<file path="src/rtl/wb_macro_mux.sv">
// wb_macro_mux: Wishbone fan-out from the Caravel master to N_MACROS user macros.
// Each macro owns a 16 MB window (adr[27:24]) inside the BASE_NIBBLE region.
// Only one transaction is in flight at a time. Every access is bounded by a timeout
// that answers with ERR_DATA. The response path (ack/data) is registered.
// Optional feature: define WB_MUX_TIMEOUT_IRQ_EN to get a sticky timeout interrupt.
module wb_macro_mux #(
    parameter int          N_MACROS       = 11,
    parameter logic [3:0]  BASE_NIBBLE    = 4'h3,
    parameter int          TIMEOUT_CYCLES = 255,
    parameter logic [31:0] ERR_DATA       = 32'hDEAD_BEEF
) (
    input  logic                     wb_clk_i,
    input  logic                     wb_rst_n_i,
    input  logic                     wbs_cyc_i,
    input  logic                     wbs_stb_i,
    input  logic [31:0]              wbs_adr_i,
    output logic                     wbs_ack_o,
    output logic [31:0]              wbs_dat_o,
    input  logic [N_MACROS-1:0]      la_rst_i,
    output logic [N_MACROS-1:0]      m_rst_o,
    output logic [N_MACROS-1:0]      m_wbs_stb_o,
    input  logic [N_MACROS-1:0]      m_wbs_ack_i,
    input  logic [N_MACROS*32-1:0]   m_wbs_dat_i,
    output logic                     busy_o,
    output logic [7:0]               err_cnt_o,
    output logic                     irq_o,
    input  logic                     irq_clr_i
);

    typedef enum logic [1:0] {IDLE, WAIT, RESP} state_t;

    localparam logic [15:0]         TMO_LAST = 16'(TIMEOUT_CYCLES - 1);
    localparam logic [N_MACROS-1:0] SEL_LSB  = N_MACROS'(1);

    state_t      state;
    logic [3:0]  sel;
    logic [15:0] timer;
    logic        req;
    logic [3:0]  idx;
    logic        idx_ok;
    logic        mst_live;
    logic        sel_ack;
    logic [31:0] sel_dat;
    logic        timeout_hit;
    logic [7:0]  err_next;

    assign req         = wbs_cyc_i & wbs_stb_i & (wbs_adr_i[31:28] == BASE_NIBBLE);
    assign idx         = wbs_adr_i[27:24];
    assign idx_ok      = int'(idx) < N_MACROS;
    assign mst_live    = wbs_cyc_i & wbs_stb_i;
    assign timeout_hit = (state == WAIT) && mst_live && !sel_ack && (timer == TMO_LAST);
    assign err_next    = (err_cnt_o == 8'hFF) ? err_cnt_o : err_cnt_o + 8'd1;
    assign busy_o      = (state != IDLE);

    // Macro resets follow the LA bits and are forced while the SoC is in reset.
    assign m_rst_o = la_rst_i | {N_MACROS{~wb_rst_n_i}};

    // Pick ack and data of the selected macro only; every other macro is ignored.
    always_comb begin
        sel_ack = 1'b0;
        sel_dat = '0;
        for (int i = 0; i < N_MACROS; i++) begin
            if (sel == 4'(i)) begin
                sel_ack = m_wbs_ack_i[i];
                sel_dat = m_wbs_dat_i[32*i +: 32];
            end
        end
    end

    // Transaction FSM: decode in IDLE, strobe the macro in WAIT, one-cycle ack in RESP.
    always_ff @(posedge wb_clk_i or negedge wb_rst_n_i) begin
        if (!wb_rst_n_i) begin
            state       <= IDLE;
            sel         <= '0;
            timer       <= '0;
            wbs_ack_o   <= 1'b0;
            wbs_dat_o   <= '0;
            m_wbs_stb_o <= '0;
            err_cnt_o   <= '0;
        end else begin
            wbs_ack_o <= 1'b0;
            case (state)
                IDLE: begin
                    if (req) begin
                        if (idx_ok) begin
                            sel         <= idx;
                            timer       <= '0;
                            m_wbs_stb_o <= SEL_LSB << idx;
                            state       <= WAIT;
                        end else begin
                            wbs_dat_o <= ERR_DATA;
                            err_cnt_o <= err_next;
                            wbs_ack_o <= 1'b1;
                            state     <= RESP;
                        end
                    end
                end
                WAIT: begin
                    if (!mst_live) begin
                        // Master gave up: drop the strobe quietly, no ack, no error.
                        m_wbs_stb_o <= '0;
                        state       <= IDLE;
                    end else if (sel_ack) begin
                        // Ack beats a timeout landing in the same cycle.
                        wbs_dat_o   <= sel_dat;
                        wbs_ack_o   <= 1'b1;
                        m_wbs_stb_o <= '0;
                        state       <= RESP;
                    end else if (timeout_hit) begin
                        wbs_dat_o   <= ERR_DATA;
                        err_cnt_o   <= err_next;
                        wbs_ack_o   <= 1'b1;
                        m_wbs_stb_o <= '0;
                        state       <= RESP;
                    end else begin
                        timer <= timer + 16'd1;
                    end
                end
                RESP: state <= IDLE;
                default: state <= IDLE;
            endcase
        end
    end

`ifdef WB_MUX_TIMEOUT_IRQ_EN
    // Sticky timeout interrupt; a new timeout wins over a simultaneous clear.
    always_ff @(posedge wb_clk_i or negedge wb_rst_n_i) begin
        if (!wb_rst_n_i)
            irq_o <= 1'b0;
        else if (timeout_hit)
            irq_o <= 1'b1;
        else if (irq_clr_i)
            irq_o <= 1'b0;
    end
`else
    assign irq_o = 1'b0;
    logic unused_irq_clr;
    assign unused_irq_clr = irq_clr_i;
`endif

    // Low address bits are decoded inside the macros themselves.
    logic unused_adr;
    assign unused_adr = &{1'b0, wbs_adr_i[23:0]};

endmodule

</file>
<file path="config.mk">
export PLATFORM = sky130hd
export DESIGN_NAME = wb_macro_mux
export DESIGN_NICKNAME = d
export VERILOG_FILES = /design/src/rtl/wb_macro_mux.sv
export SDC_FILE = /design/constraint.sdc
export NUM_CORES = 1
export LEC_CHECK = 0
export CAP_MARGIN = 40
export CORE_AREA = 2 2 185 187
export DETAILED_ROUTE_END_ITERATION = 10
export DIE_AREA = 0 0 187 189
export GPL_ROUTABILITY_DRIVEN = 0
export PLACE_DENSITY = 0.55
export SLEW_MARGIN = 30
export SYNTH_ARGS = -nofsm -noshare
export SYNTH_HDL_FRONTEND = slang
export SYNTH_SLANG_ARGS = --single-unit
</file>
<file path="constraint.sdc">
create_clock -name wb_clk_i -period 3.3 [get_ports wb_clk_i]
set_input_delay 0.33 -clock wb_clk_i [delete_from_list [all_inputs] [get_ports wb_clk_i]]
set_output_delay 0.33 -clock wb_clk_i [all_outputs]
set_load 0.02 [all_outputs]
</file>
# Yosys cells after proc, flatten, opt, wreduce, memory -nomap -nowiden
# Index checks and enable logic that the tools add are counted.
[word_totals]
regBits = 74
input_bits = 411
out_inout_bits = 65
elab_cells = 111
[classes]
addsub = 2
order_cmp = 1
eq_ne = 23
shifts = 1
n_mux = 59
n_bitwise = 4
reduce_logical = 14
[ops]
columns = ["op", "n"]
rows = [
  ["two-way mux 32 bit", 16],
  ["two-way mux 16 bit", 5],
  ["case mux 32 bit (2 select lines)", 1],
  ["two-way mux 11 bit", 5],
  ["two-way mux 8 bit", 6],
  ["case mux 16 bit (2 select lines)", 1],
  ["case mux 11 bit (2 select lines)", 1],
  ["adder 16 x 1 -> 16 bit (second input constant)", 1],
  ["== test 16 x 8 -> 1 bit (second input constant)", 1],
  ["== test 4 x 3 -> 1 bit (second input constant)", 4],
  ["two-way mux 1 bit", 16],
  ["case mux 8 bit (2 select lines)", 1],
  ["!= test 2 bit (second input constant)", 7],
  ["== test 4 x 2 -> 1 bit (second input constant)", 3],
  ["== test 4 bit (second input constant)", 3],
  ["AND reduction 6 bit", 2],
  ["OR 11 bit", 1],
  ["<< shifter 1 x 4 -> 11 bit (first input constant)", 1],
  ["two-way mux 2 bit", 5],
  ["adder 8 x 1 -> 8 bit (second input constant)", 1],
  ["== test 8 bit (second input constant)", 1],
  ["AND reduction 5 bit", 1],
  ["== test 4 x 1 -> 1 bit (second input constant)", 1],
  ["logical NOT 4 bit", 1],
  ["15 further kinds", 19],
]

# Longest topological paths before layout
# Gate-level depths: netlist (run 1).
[logic_depth]
depth_word = 19
depth_mapped = 11

# Least setup slack after synthesis (run 1)
# No wires, ideal clock.
[synth_path]
kind = "register to register"
startpoint = "register sel[2]"
endpoint = "register timer[13]"
setup_time_ns = 0.078
arrival_time_ns = 2.389
path_slack_ns = 0.833
path_stages_with_launch = 9
n_path_buf = 2
period_less_slack_ns = 2.467
path_cell_list = "dfrtp_1 nand2b_1 buf_4 a21oi_2 or4_4 buf_6 a2111o_1 or4_1 a21oi_1"
[synth_between]
elab_chain_len = 17
[synth_rtl]
columns = ["element", "line_no", "rtl"]
rows = [
  ["start: declaration", "36", "logic [3:0] sel;"],
  ["start signal: assignment", "86", "sel <= idx;"],
  ["logical NOT 4 bit", "63", "if (sel == 4'(i)) begin"],
  ["two-way mux 1 bit (10 in a row)", "63", ""],
  ["two-way mux 1 bit *", "63", ""],
  ["logical NOT 1 bit", "51", "assign timeout_hit = (state == WAIT) && mst_live && !sel_ack && (timer == TMO_LAST);"],
  ["logical AND 1 bit (2 in a row)", "51", ""],
  ["!= test 2 bit (no line)", "n/a", ""],
  ["AND reduction 6 bit (no line) *", "n/a", ""],
  ["end signal: assignment", "116", "timer <= timer + 16'd1;"],
  ["end: declaration", "37", "logic [15:0] timer;"],
]
# Every way passes the cells marked *; elsewhere a longest branch is shown, timed or not.
# A chain may end at the register's enable or synchronous reset.

# Final worst setup path (run 1)
[layout_path]
startpoint = "register sel[0]"
endpoint = "register wbs_dat_o[14]"
[layout_between]
elab_chain_len = 17
[layout_rtl]
columns = ["element", "line_no", "rtl"]
rows = [
  ["logical NOT 4 bit", "63", ""],
  ["two-way mux 1 bit (11 in a row)", "63", ""],
  ["logical NOT 1 bit", "51", ""],
  ["logical AND 1 bit (2 in a row)", "51", ""],
  ["!= test 3 bit (no line)", "n/a", ""],
  ["AND reduction 5 bit (no line)", "n/a", ""],
  ["end signal: assignment", "105", "wbs_dat_o <= sel_dat;"],
  ["end: declaration", "18", "output logic [31:0] wbs_dat_o,"],
]
# Parallel ways exist; a longest one is shown, timed or not. The select of a mux whose other input is x is not followed.

==> qor_table.md, run 1 <==
| Result | This run | Unit |
| --- | --- | --- |
| Starting utilization of the core area | 0.197 | - |
| Number of synthesized flops with an enable pin | 0 | - |
| Setup Crit Path Kind | reg2reg | - |
| Final worst clock skew | 0.0113 | ns |
| Gate Count Post-Synth | 789 | - |
| Pin count of the biggest net entering global routing | 56 | - |
| Fraction of layout instances using a drive strength above 1 | 0.0797 | - |
| Count of final setup violators | 0 | - |
| Portion of the post-synthesis area used by sequential elements | 0.282 | - |
| Final hold vios | 0 | - |
| Die Y | 189 | um |
| Max stage delay cell, worst path | sky130_fd_sc_hd__dfrtp_4 | - |
| Number of cells in the finished layout apart from fillers | 1,683 | - |
| Leakage | 4.56 | nW |
| Die span in x | 187 | um |
| Number of maximum-capacitance constraint violations | 0 | - |
| Number of clock buffers inserted by TritonCTS | 9 | - |
| IR drop worst, VDD | 190 | uV |
| Critical R2R Launch | sel[0]$_DFFE_PN0P_ | - |
| PD cells | 402 | nW/um2 |
| Most frequent cells in the layout | 448 x sky130_fd_sc_hd__clkdlybuf4s50_1, 70 x sky130_fd_sc_hd__dfrtp_1, 60 x sky130_fd_sc_hd__a21oi_1 | - |
| Arrival time of data at the critical path endpoint | 3.14 | ns |
| Cell total after placement | 1,661 | - |
| First-pass GRT wire length | 59,900 | um |
| Antenna viol nets, final | 0 | - |
| Post-synthesis register bit count | 74 | - |
| Routed WL | 42,200 | um |
| DRT iter0 DRCs | 545 | - |
| Flip-flop cell with the highest count after synthesis | sky130_fd_sc_hd__dfrtp_1 | - |
| Placement-stage worst setup slack | 0.355 | ns |
| Finished Core Util | 0.360 | - |
| Port Buf Inserts | 449 | - |
| Category of the worst setup path launch point | flop | - |
| Final critical path time including I/O delays and setup | 2.94 | ns |
| Post-synthesis average cell area | 8.32 | um2 |
| Post-route setup TNS | 0 | ns |
| Most common cell after layout, fill and taps aside | sky130_fd_sc_hd__clkdlybuf4s50_1 | - |
| Final Cycle Share | 0.890 | - |
| Critical Path, Cell by Cell | buf_12 > buf_4 > mux2i_1 > nor2_1 > o21ai_0 > o221ai_1 > a222oi_1 > buf_4 > o21ai_0 | - |
| Initial antenna violation count | 7 | - |
| Achievable Freq | 341 | MHz |
| Netlist area before placement | 6560 | um2 |
| Slew at the pin with the worst max-slew slack | 0.789 | ns |
| Total non-filler cell area in the finished layout | 12,000 | um2 |
| CORE AREA | 33,300 | um2 |
| Via count normalized by instance count | 5.09 | - |
| Critical path peak fanout | 40 | - |
| Count of synthesis-stage warnings from yosys | 0 | - |
| Met3 demand-to-capacity share in global routing | 0.0563 | - |
| Data required, critical path | 3.51 | ns |
| Netlist cell types | 71 | - |
| Number of resized instances in the post-cts repair step | 0 | - |
| Mean routed wirelength per cell | 25.1 | um |
| Area after detailed placement | 11,700 | um2 |
| Post-DP HPWL | 34,200 | um |
| Leading post-synthesis cells by cell area | sky130_fd_sc_hd__dfrtp_1 28%, sky130_fd_sc_hd__mux2i_1 7.6%, sky130_fd_sc_hd__a22oi_1 5.5% | - |
| Layout area overhead | 82.8 | % |
| Beginning of the critical path | sel[0]$_DFFE_PN0P_ | - |
| Clock Root Buffer | sky130_fd_sc_hd__clkbuf_16 | - |
| Biggest area consumer among synthesized cells | sky130_fd_sc_hd__dfrtp_1 | - |
| Routing usage on met1 | 0.301 | - |
| Largest stage delay on the critical path | 0.68 | ns |
| DRC errors left | 0 | - |
| Slew headroom | 0.472 | - |
| Fraction of synthesis flops using an asynchronous set or reset pin | 1.00 | - |
| Routed vias | 8,572 | - |
| Area fraction of the dominant cell type after synthesis | 0.282 | - |
| Max clock buf depth | 2 | - |
| Unrepaired setup endpoints after global routing | false | - |
| Clock Pin Slew Worst Setup and Hold Paths | 0.07 | ns |
| Post-CTS setup buffers | 0 | - |
| Max-slew violation count | 0 | - |
| Sum of overflow across all layers after global routing | 0 | - |
| Die Outline Area | 35,300 | um2 |
| H-tree depth | 3 | - |
| Global route hottest layer | met2 | - |
| Class of the tightest hold or removal check | in2async | - |
| Result of the run | complete, no violations | - |
| Met2 layer usage reported by global route | 0.372 | - |
| Final-stage net count | 1,639 | - |
| Clock tree from TritonCTS | built | - |
| Clock sink count | 74 | - |
| First-pass DRT Iterations | 7 | - |
| Placement Rows | 67 | - |
| Post-route worst setup slack | 0.363 | ns |
| Vias in the first global route | 8,697 | - |
| Synth Net Count | 1,203 | - |
| Source-to-sink clock delay at the later pin of the worst-skew pair | 0.34 | ns |
| Sort of element at the end of the critical path | flop | - |
| Total global-route track usage | 0.229 | - |
| I/O pins | 476 | - |
kinds of logic (layout without fill, tap and decap cells):
group / count (synthesis) / in the layout / synth area share
compound gates: 309 / 309 / 0.326
simple gates: 244 / 244 / 0.196
buf+inv: 79 / 519 / 0.0515
flops: 74 / 74 / 0.282
mux: 72 / 72 / 0.128
xor+xnor: 7 / 7 / 0.00934
fa+ha+maj: 3 / 3 / 0.00572
other cells: 1 / 7 / 0.000572
final cells by class:
cell class,count,area [um2]
antenna,6,15.0
clock buffer,12,236
clock inverter,3,17.5
fill,3499,21300
inverter,11,41.3
multi-input combinational,636,4390
sequential,74,1860
tap,448,561
timing repair buffer,493,4870
flip-flops by register name (all words and copies together), names as in the netlist:
| name | flops |
|---|---|
| wbs_dat_o | 32 |
| timer | 16 |
| m_wbs_stb_o | 11 |
| err_cnt_o | 8 |
| sel | 4 |
| state | 2 |
| wbs_ack_o | 1 |
final timing paths:
check | endpoint | depth (start not counted) | slack (ns)
min reg2reg | wbs_dat_o[31]$_DFFE_PN0P_ | 1 | 0.50
max reg2reg | wbs_dat_o[14]$_DFFE_PN0P_ | 9 | 0.36
min in group wb_clk_i | wbs_dat_o[31]$_DFFE_PN0P_ | 1 | 0.50
max in group asynchronous | sel[0]$_DFFE_PN0P_ | 3 | 1.66
max | wbs_dat_o[14]$_DFFE_PN0P_ | 9 | 0.36
min | wbs_dat_o[15]$_DFFE_PN0P_ | 2 | 0.47
Yosys cell counts, types with 10 or more instances:
cell type / count
sky130_fd_sc_hd__o21ai_0: 58
sky130_fd_sc_hd__a22o_1: 11
sky130_fd_sc_hd__nand3_1: 11
sky130_fd_sc_hd__clkbuf_1: 41
sky130_fd_sc_hd__a31oi_1: 10
sky130_fd_sc_hd__mux2i_1: 50
sky130_fd_sc_hd__nand2b_1: 24
sky130_fd_sc_hd__nor3_1: 29
sky130_fd_sc_hd__nor2_1: 47
sky130_fd_sc_hd__nor2b_1: 14
sky130_fd_sc_hd__mux2_2: 14
sky130_fd_sc_hd__nand4_1: 13
sky130_fd_sc_hd__o32a_1: 13
sky130_fd_sc_hd__a221o_1: 10
sky130_fd_sc_hd__o31ai_1: 11
sky130_fd_sc_hd__a21oi_1: 60
sky130_fd_sc_hd__buf_2: 12
sky130_fd_sc_hd__o22ai_1: 18
sky130_fd_sc_hd__nand2_1: 52
sky130_fd_sc_hd__dfrtp_1: 74
sky130_fd_sc_hd__a22oi_1: 48
layer usage:
layer / vias up / wire length, um
met3: 41 / 2920
li1: 3975 / -
met1: 4181 / 18700
met2: 373 / 19800
met4: 2 / 787
met5: - / 13
power breakdown:
| group | switching (mW) | internal [mW] |
|---|---|---|
| Combinational | 1.46 | 1.30 |
| Clock | 0.392 | 0.504 |
| Sequential | 0.154 | 1.02 |
| Total | 2.00 | 2.82 |
stage by stage:
step	hold WS, ns	power [mW]
3_5_place_dp	0.300	3.93
4_1_cts	0.472	4.85
2_1_floorplan	0.0344	2.49
5_1_grt	0.496	5.08
3_3_place_gp	0.293	3.91
6_report	0.470	4.83
what timing repair did:
action / in CTS / in global routing
endpoints found under the hold margin: 20 / 0
endpoints found under the setup margin: 0 / 0
hold buffers: 1 / 0
critical path: cells and delay by family, from the launching register on:
kind / cells / cell delay (ns)
AOI/OAI and AO/OA: 4 / 1.02
buffers and inverters: 3 / 0.84
DFF: 1 / 0.68
muxes: 1 / 0.22
and+or+nand+nor: 1 / 0.05
(Power assumes the default switching activity.)
==> inputs of run 2 (changes only) <==
--- a/config.mk
+++ b/config.mk
@@ -10,8 +10,8 @@
 export DETAILED_ROUTE_END_ITERATION = 10
 export DIE_AREA = 0 0 187 189
 export GPL_ROUTABILITY_DRIVEN = 0
-export PLACE_DENSITY = 0.55
 export SLEW_MARGIN = 30
 export SYNTH_ARGS = -nofsm -noshare
 export SYNTH_HDL_FRONTEND = slang
 export SYNTH_SLANG_ARGS = --single-unit
+export TNS_END_PERCENT = 1
==> run 2 against run 1 <==
Net effect: first-iteration DRC count increased by 17%; cell area is essentially flat; worst hold slack gained 0.0045 ns.
==> qor_table.md, run 2 (synthesized netlist as in run 1, its figures left out) <==
| Result | This run | Unit |
| --- | --- | --- |
| Clock Root Buffer | sky130_fd_sc_hd__clkbuf_16 | - |
| Via count normalized by instance count | 5.13 | - |
| H-tree depth | 3 | - |
| Initial antenna violation count | 6 | - |
| First-pass GRT wire length | 58,400 | um |
| Clock tree from TritonCTS | built | - |
| Port Buf Inserts | 449 | - |
| Final-stage net count | 1,637 | - |
| Die span in x | 187 | um |
| Arrival time of data at the critical path endpoint | 3.23 | ns |
| DRC errors left | 0 | - |
| Class of the tightest hold or removal check | in2async | - |
| I/O pins | 476 | - |
| Die Y | 189 | um |
| Max clock buf depth | 2 | - |
| Number of inserted filler cells in the final layout | 3,436 | - |
| Achievable Freq | 337 | MHz |
| Max-slew violation count | 0 | - |
| Worst setup slack for register-to-register paths | 0.34 | ns |
| Count of final setup violators | 0 | - |
| DRT iter0 DRCs | 638 | - |
| Reg2Reg Capture Point | m_wbs_stb_o[10]$_DFFE_PN0P_ | - |
| Vias in the first global route | 8,563 | - |
| Reg with most FFs | wbs_dat_o | - |
| Number of maximum-capacitance constraint violations | 0 | - |
| Beginning of the critical path | sel[0]$_DFFE_PN0P_ | - |
| Antenna viol nets, final | 0 | - |
| Depth of the worst register-to-register path | 6 | - |
| Area used by multi-input combinational logic | 4390 | um2 |
| Hold bufs inserted after CTS | 1 | - |
| Sum of overflow across all layers after global routing | 0 | - |
| Total area of sequential cells | 1860 | um2 |
| Final critical path time including I/O delays and setup | 2.96 | ns |
| Cell total after placement | 1,658 | - |
| Final Cycle Share | 0.898 | - |
| Post-DP HPWL | 33,900 | um |
| Unrepaired setup endpoints after global routing | false | - |
| Critical R2R Launch | sel[0]$_DFFE_PN0P_ | - |
| Critical path peak fanout | 28 | - |
| Clock sink count | 74 | - |
| Final worst clock skew | 0.00929 | ns |
| Layout area overhead | 82.9 | % |
| Leakage | 4.56 | nW |
| Routed vias | 8,619 | - |
| Most frequent cells in the layout | 448 x sky130_fd_sc_hd__clkdlybuf4s50_1, 70 x sky130_fd_sc_hd__dfrtp_1, 60 x sky130_fd_sc_hd__a21oi_1 | - |
| First-pass DRT Iterations | 7 | - |
| Top flop regs | wbs_dat_o (32), timer (16), m_wbs_stb_o (11) | - |
| Number of resized instances in the post-cts repair step | 0 | - |
| PD cells | 410 | nW/um2 |
| Clock Pin Slew Worst Setup and Hold Paths | 0.06 | ns |
| Number of clock buffers inserted by TritonCTS | 9 | - |
| Fraction of layout instances using a drive strength above 1 | 0.0807 | - |
| Setup Crit Path Kind | reg2reg | - |
| Slew headroom | 0.361 | - |
| Result of the run | complete, no violations | - |
| Pin count of the biggest net entering global routing | 55 | - |
| Source-to-sink clock delay at the later pin of the worst-skew pair | 0.33 | ns |
| IR drop worst, VDD | 188 | uV |
| Post-route setup TNS | 0 | ns |
| Number of cells in the finished layout apart from fillers | 1,679 | - |
| Category of the worst setup path launch point | flop | - |
| Most common cell after layout, fill and taps aside | sky130_fd_sc_hd__clkdlybuf4s50_1 | - |
| CORE AREA | 33,300 | um2 |
| Total global-route track usage | 0.224 | - |
| Mean routed wirelength per cell | 24.7 | um |
| Placement Rows | 67 | - |
| Die Outline Area | 35,300 | um2 |
| Slew at the pin with the worst max-slew slack | 0.951 | ns |
| Sort of element at the end of the critical path | flop | - |
| Flip-flop count of the largest register after layout | 32 | - |
| Routed WL | 41,500 | um |
| Final hold vios | 0 | - |
| Starting utilization of the core area | 0.197 | - |
| Data required, critical path | 3.57 | ns |
| Post-CTS setup buffers | 0 | - |
run 2: cell types whose count changed in the layout (fill, tap and decap cells not counted), sizes merged:
| cell | change |
|---|---|
| diode | -2 |
| clkbuf | -2 |
| buf | -3 |
| inv | +1 |
| clkinvlp | +1 |
| bufinv | +1 |
run 2: through the flow:
step | hold WS (ns) | cell area [um2] | util | power (mW) | setup WS (ns)
final | 0.475 | 12000 | 0.361 | 4.92 | 0.336
after floorplan | 0.0344 | 6560 | - | 2.49 | 0.833
after detailed placement | 0.291 | 11700 | 0.351 | 3.92 | 0.294
after global placement | 0.292 | 11700 | 0.351 | 3.90 | 0.362
after global routing | 0.496 | 12000 | 0.361 | 5.20 | 0.0598
after CTS | 0.470 | 12000 | 0.360 | 4.95 | 0.295
run 2: how the worst max path moves through the flow:
stage                     depth (start not counted)                     endpoint  slack [ns]
after floorplan                                   8        timer[13]$_DFFE_PN0P_        0.83
after global placement                            6   m_wbs_stb_o[0]$_DFFE_PN0P_        0.36
after global routing                              6   m_wbs_stb_o[1]$_DFFE_PN0P_        0.06
final                                             6  m_wbs_stb_o[10]$_DFFE_PN0P_        0.34
after CTS                                         6  m_wbs_stb_o[10]$_DFFE_PN0P_        0.29
after detailed placement                          6  m_wbs_stb_o[10]$_DFFE_PN0P_        0.29
run 2: worst max-delay path, cell delays in order, from the launching register on:
cell and delay, ns:
sky130_fd_sc_hd__dfrtp_4 0.67, sky130_fd_sc_hd__nand2b_1 0.45, sky130_fd_sc_hd__a21oi_1 0.45, sky130_fd_sc_hd__nor2_1 0.14, sky130_fd_sc_hd__a31o_2 0.38, sky130_fd_sc_hd__o21ai_1 0.56
sky130_fd_sc_hd__a22o_1 0.24
run 2: where the power goes:
part	internal [mW]	switching [mW]	total (mW)
clock	0.585	0.413	0.998
combinational	1.29	1.45	2.74
sequential	1.02	0.162	1.18
total	2.89	2.03	4.92
run 2: layout make-up:
cell class                 count  area share
antenna                        4    0.000834
sequential                    74       0.155
multi-input combinational    636       0.365
timing repair buffer         491       0.404
inverter                      11     0.00344
tap                          448      0.0467
clock buffer                   9      0.0188
clock inverter                 6     0.00563
run 2: per-layer routing:
metal	vias up	routed length (um)	global-route usage
li1	3952	-	-
met1	4173	17400	0.288
met2	440	19300	0.362
met3	52	3570	0.0643
met4	2	1220	0.0730
met5	-	13	0
==> RTL change, RTL diff (flow settings as in run 2) <==
The option `WB_MUX_TIMEOUT_IRQ_EN` is turned on by a define.
--- a/src/rtl/wb_macro_mux.sv
+++ b/src/rtl/wb_macro_mux.sv
@@ -3,6 +3,8 @@
 // Only one transaction is in flight at a time. Every access is bounded by a timeout
 // that answers with ERR_DATA. The response path (ack/data) is registered.
 // Optional feature: define WB_MUX_TIMEOUT_IRQ_EN to get a sticky timeout interrupt.
+`define WB_MUX_TIMEOUT_IRQ_EN
+
 module wb_macro_mux #(
     parameter int          N_MACROS       = 11,
     parameter logic [3:0]  BASE_NIBBLE    = 4'h3,
Behaviour: no difference found for any inputs over 4 cycles, from zero or initial values and one cycle with wb_rst_n_i low; that may be too few to reach the edited logic, so the function may still have changed.
==> RTL change against run 2 <==
Worst hold slack got worse by 44 ps; die area unchanged; total power increased by 26%; sequential cell count up 1; setup slack improved by 160 ps; via count shrank 8.4%; routed wire length shrank 19%; sequential share of layout area is 0.051 points lower; combinational power up 36%; final area increased by 1.5%; first-iteration DRC count is 32% lower; synthesized cell count shrank 6.1%; area after synthesis is 2.8% higher; critical path type unchanged; largest cell class unchanged.
==> RTL change: results (changes against run 2) <==
Clocking
  • Clock transition at path regs: 70 ps
  • Post-CTS Hold Fix Bufs: 1 (unchanged)
  • Setup Buffers After CTS: 0 (unchanged)
  • Longest Clk Path Bufs: 2 (unchanged)
  • CTS HTree Levels: 3 (unchanged)
  • Clk root buf: clkbuf_16
  • CTS resizes: 0 (unchanged)
  • Worst skew pair latency: 350 ps (+20 ps)
  • Cts bufs inserted: 9 (unchanged)

Power and ir drop
  • Peak supply drop: 0.000285 V (+51%)
  • P_leak: 4.35 nW (-4.6%)

Placed design
  • Buffers on Ports: 451 (+0.45%)
  • Dpl hpwl: 27.0 mm (-20%)

Cells and area
  • Filler Cell Count: 3383 (-1.5%)
  • Share of cells above drive strength 1: 11.6% (+3.6 points)
  • Final non-filler cell total: 1618 (-3.6%)
  • Largest registers: wbs_dat_o (32), timer (16), m_wbs_stb_o (11)

GRT
  • First-pass GRT wire length: 49.9 mm (-15%)
  • Initial antenna violation count: 0 (-6)
  • Vias in the first global route: 8210 (-4.1%)
  • Tot GR Track Use: 18.5% (-3.9 points)
  • Largest net degree at the start of global routing: 71 (+29%)

Logic synthesis
  • Sequential share of the synthesized area: 27.8% (-0.40 points)
  • YS warnings: 0 (unchanged)
  • Ys async rst share: 100% (unchanged)
  • Top cells by count, synth: 75 x dfrtp_1, 64 x nand2_1, 49 x clkbuf_1, 46 x o21ai_0, 45 x mux2i_1
  • Area contributors post-synth: dfrtp_1 28%, mux4_2 9.3%, mux2i_1 6.7%
  • Yosys cell types: 64 (-9.9%)
  • Syn nets: 1155 (-4.0%)
  • Top FF cell, synth: dfrtp_1
  • Syn_area_per_cell: 9.10 sq um (+9.5%)

Critical path
  • Maximum fanout along the worst path: 33 (+18%)
  • Top Family by Delay on Critical Path: compound AO/OA/AOI/OAI gates
  • Slowest-stage cell, CP: a2111oi_4
  • R2R depth: 7 (+1)
  • CP max stage delay: 540 ps (-130 ps)
  • Arrival @ worst endpoint: 3030 ps (-200 ps)

Outcome
  • Status: complete, no violations

Worst hold path
  • Hold WC Path Type: in2async

Routing
  • Wire per inst: 20.8 um (-16%)
  • Vias: 7894 (-8.4%)
  • First-pass DRT Iterations: 5 (-2)
  • Initial DRC count: 434 (-32%)

STA
  • Slew headroom: 43.5% (+7.3 points)
  • Final Skew: 10.0 ps (+0.754 ps)
  • Final Setup Violations: 0 (unchanged)
RTL change: cell count changes in the layout (fill, tap and decap cells not counted), moves of 15 or more:
cell       before  now
a22oi_1        48    5
a21oi_1        60   24
o2bb2ai_1       0   25
nor3_1         28    7
mux4_2          8   28
nand3_1        11   31
a31oi_1        10   27
mux2_4          0   17
o311ai_0        2   19
o22ai_1        18    3
RTL change: logic make-up after synthesis:
logic type,synth area share [%]
compound gates,22.5
xor+xnor,0.909
simple gates,18.0
flops,27.8
mux,24.5
fa+ha+maj,0.556
buf+inv,5.79
RTL change: layer usage:
metal	global-route usage [%]	share of wire, %	wire [um]
met1	22.0	41	13600
met2	32.2	49	16400
met3	5.51	7.8	2630
met4	5.68	2.8	930
met5	0	0	0
RTL change: metrics by stage:
stage / util [%] / setup WS, ps / hold WS (ps) / cell area (sq um) / power (W)
after floorplan: - / 715 / 34.4 / 6750 / 0.00338
after global placement: 35.6 / 268 / 265 / 11800 / 0.00515
after detailed placement: 35.6 / 273 / 262 / 11800 / 0.00518
after CTS: 36.5 / 483 / 424 / 12200 / 0.00626
after global routing: 36.6 / 346 / 441 / 12200 / 0.00657
final: 36.6 / 492 / 430 / 12200 / 0.00619
RTL change: cell type report:
type	count	area (sq um)	area share [%]
Timing Repair Buffer	484	4860	39.9
Multi-Input combinational cell	572	4500	36.9
Sequential cell	75	1890	15.5
Tap cell	448	561	4.60
Clock buffer	10	229	1.88
Inverter	21	78.8	0.647
Clock inverter	6	71.3	0.585
Antenna cell	2	5.00	0.0411
RTL change: power breakdown:
group	internal, W	leakage (nW)	switching, W	total (W)
Sequential	0.00119	0.951	0.000217	0.00141
Clock	0.000595	0.140	0.000448	0.00104
Combinational	0.00189	3.26	0.00185	0.00374
Total	0.00368	4.35	0.00252	0.00619
RTL change: final timing paths:
path,start,endpoint,slack (ps)
hold / removal,wb_rst_n_i,wbs_dat_o[26],430
setup / recovery,sel[0],wbs_dat_o[3],490
min in group wb_clk_i,m_wbs_stb_o[9],m_wbs_stb_o[9],500
hold reg to reg,m_wbs_stb_o[9],m_wbs_stb_o[9],500
setup reg to reg,sel[0],wbs_dat_o[3],490
max in group asynchronous,wb_rst_n_i,sel[0],2040
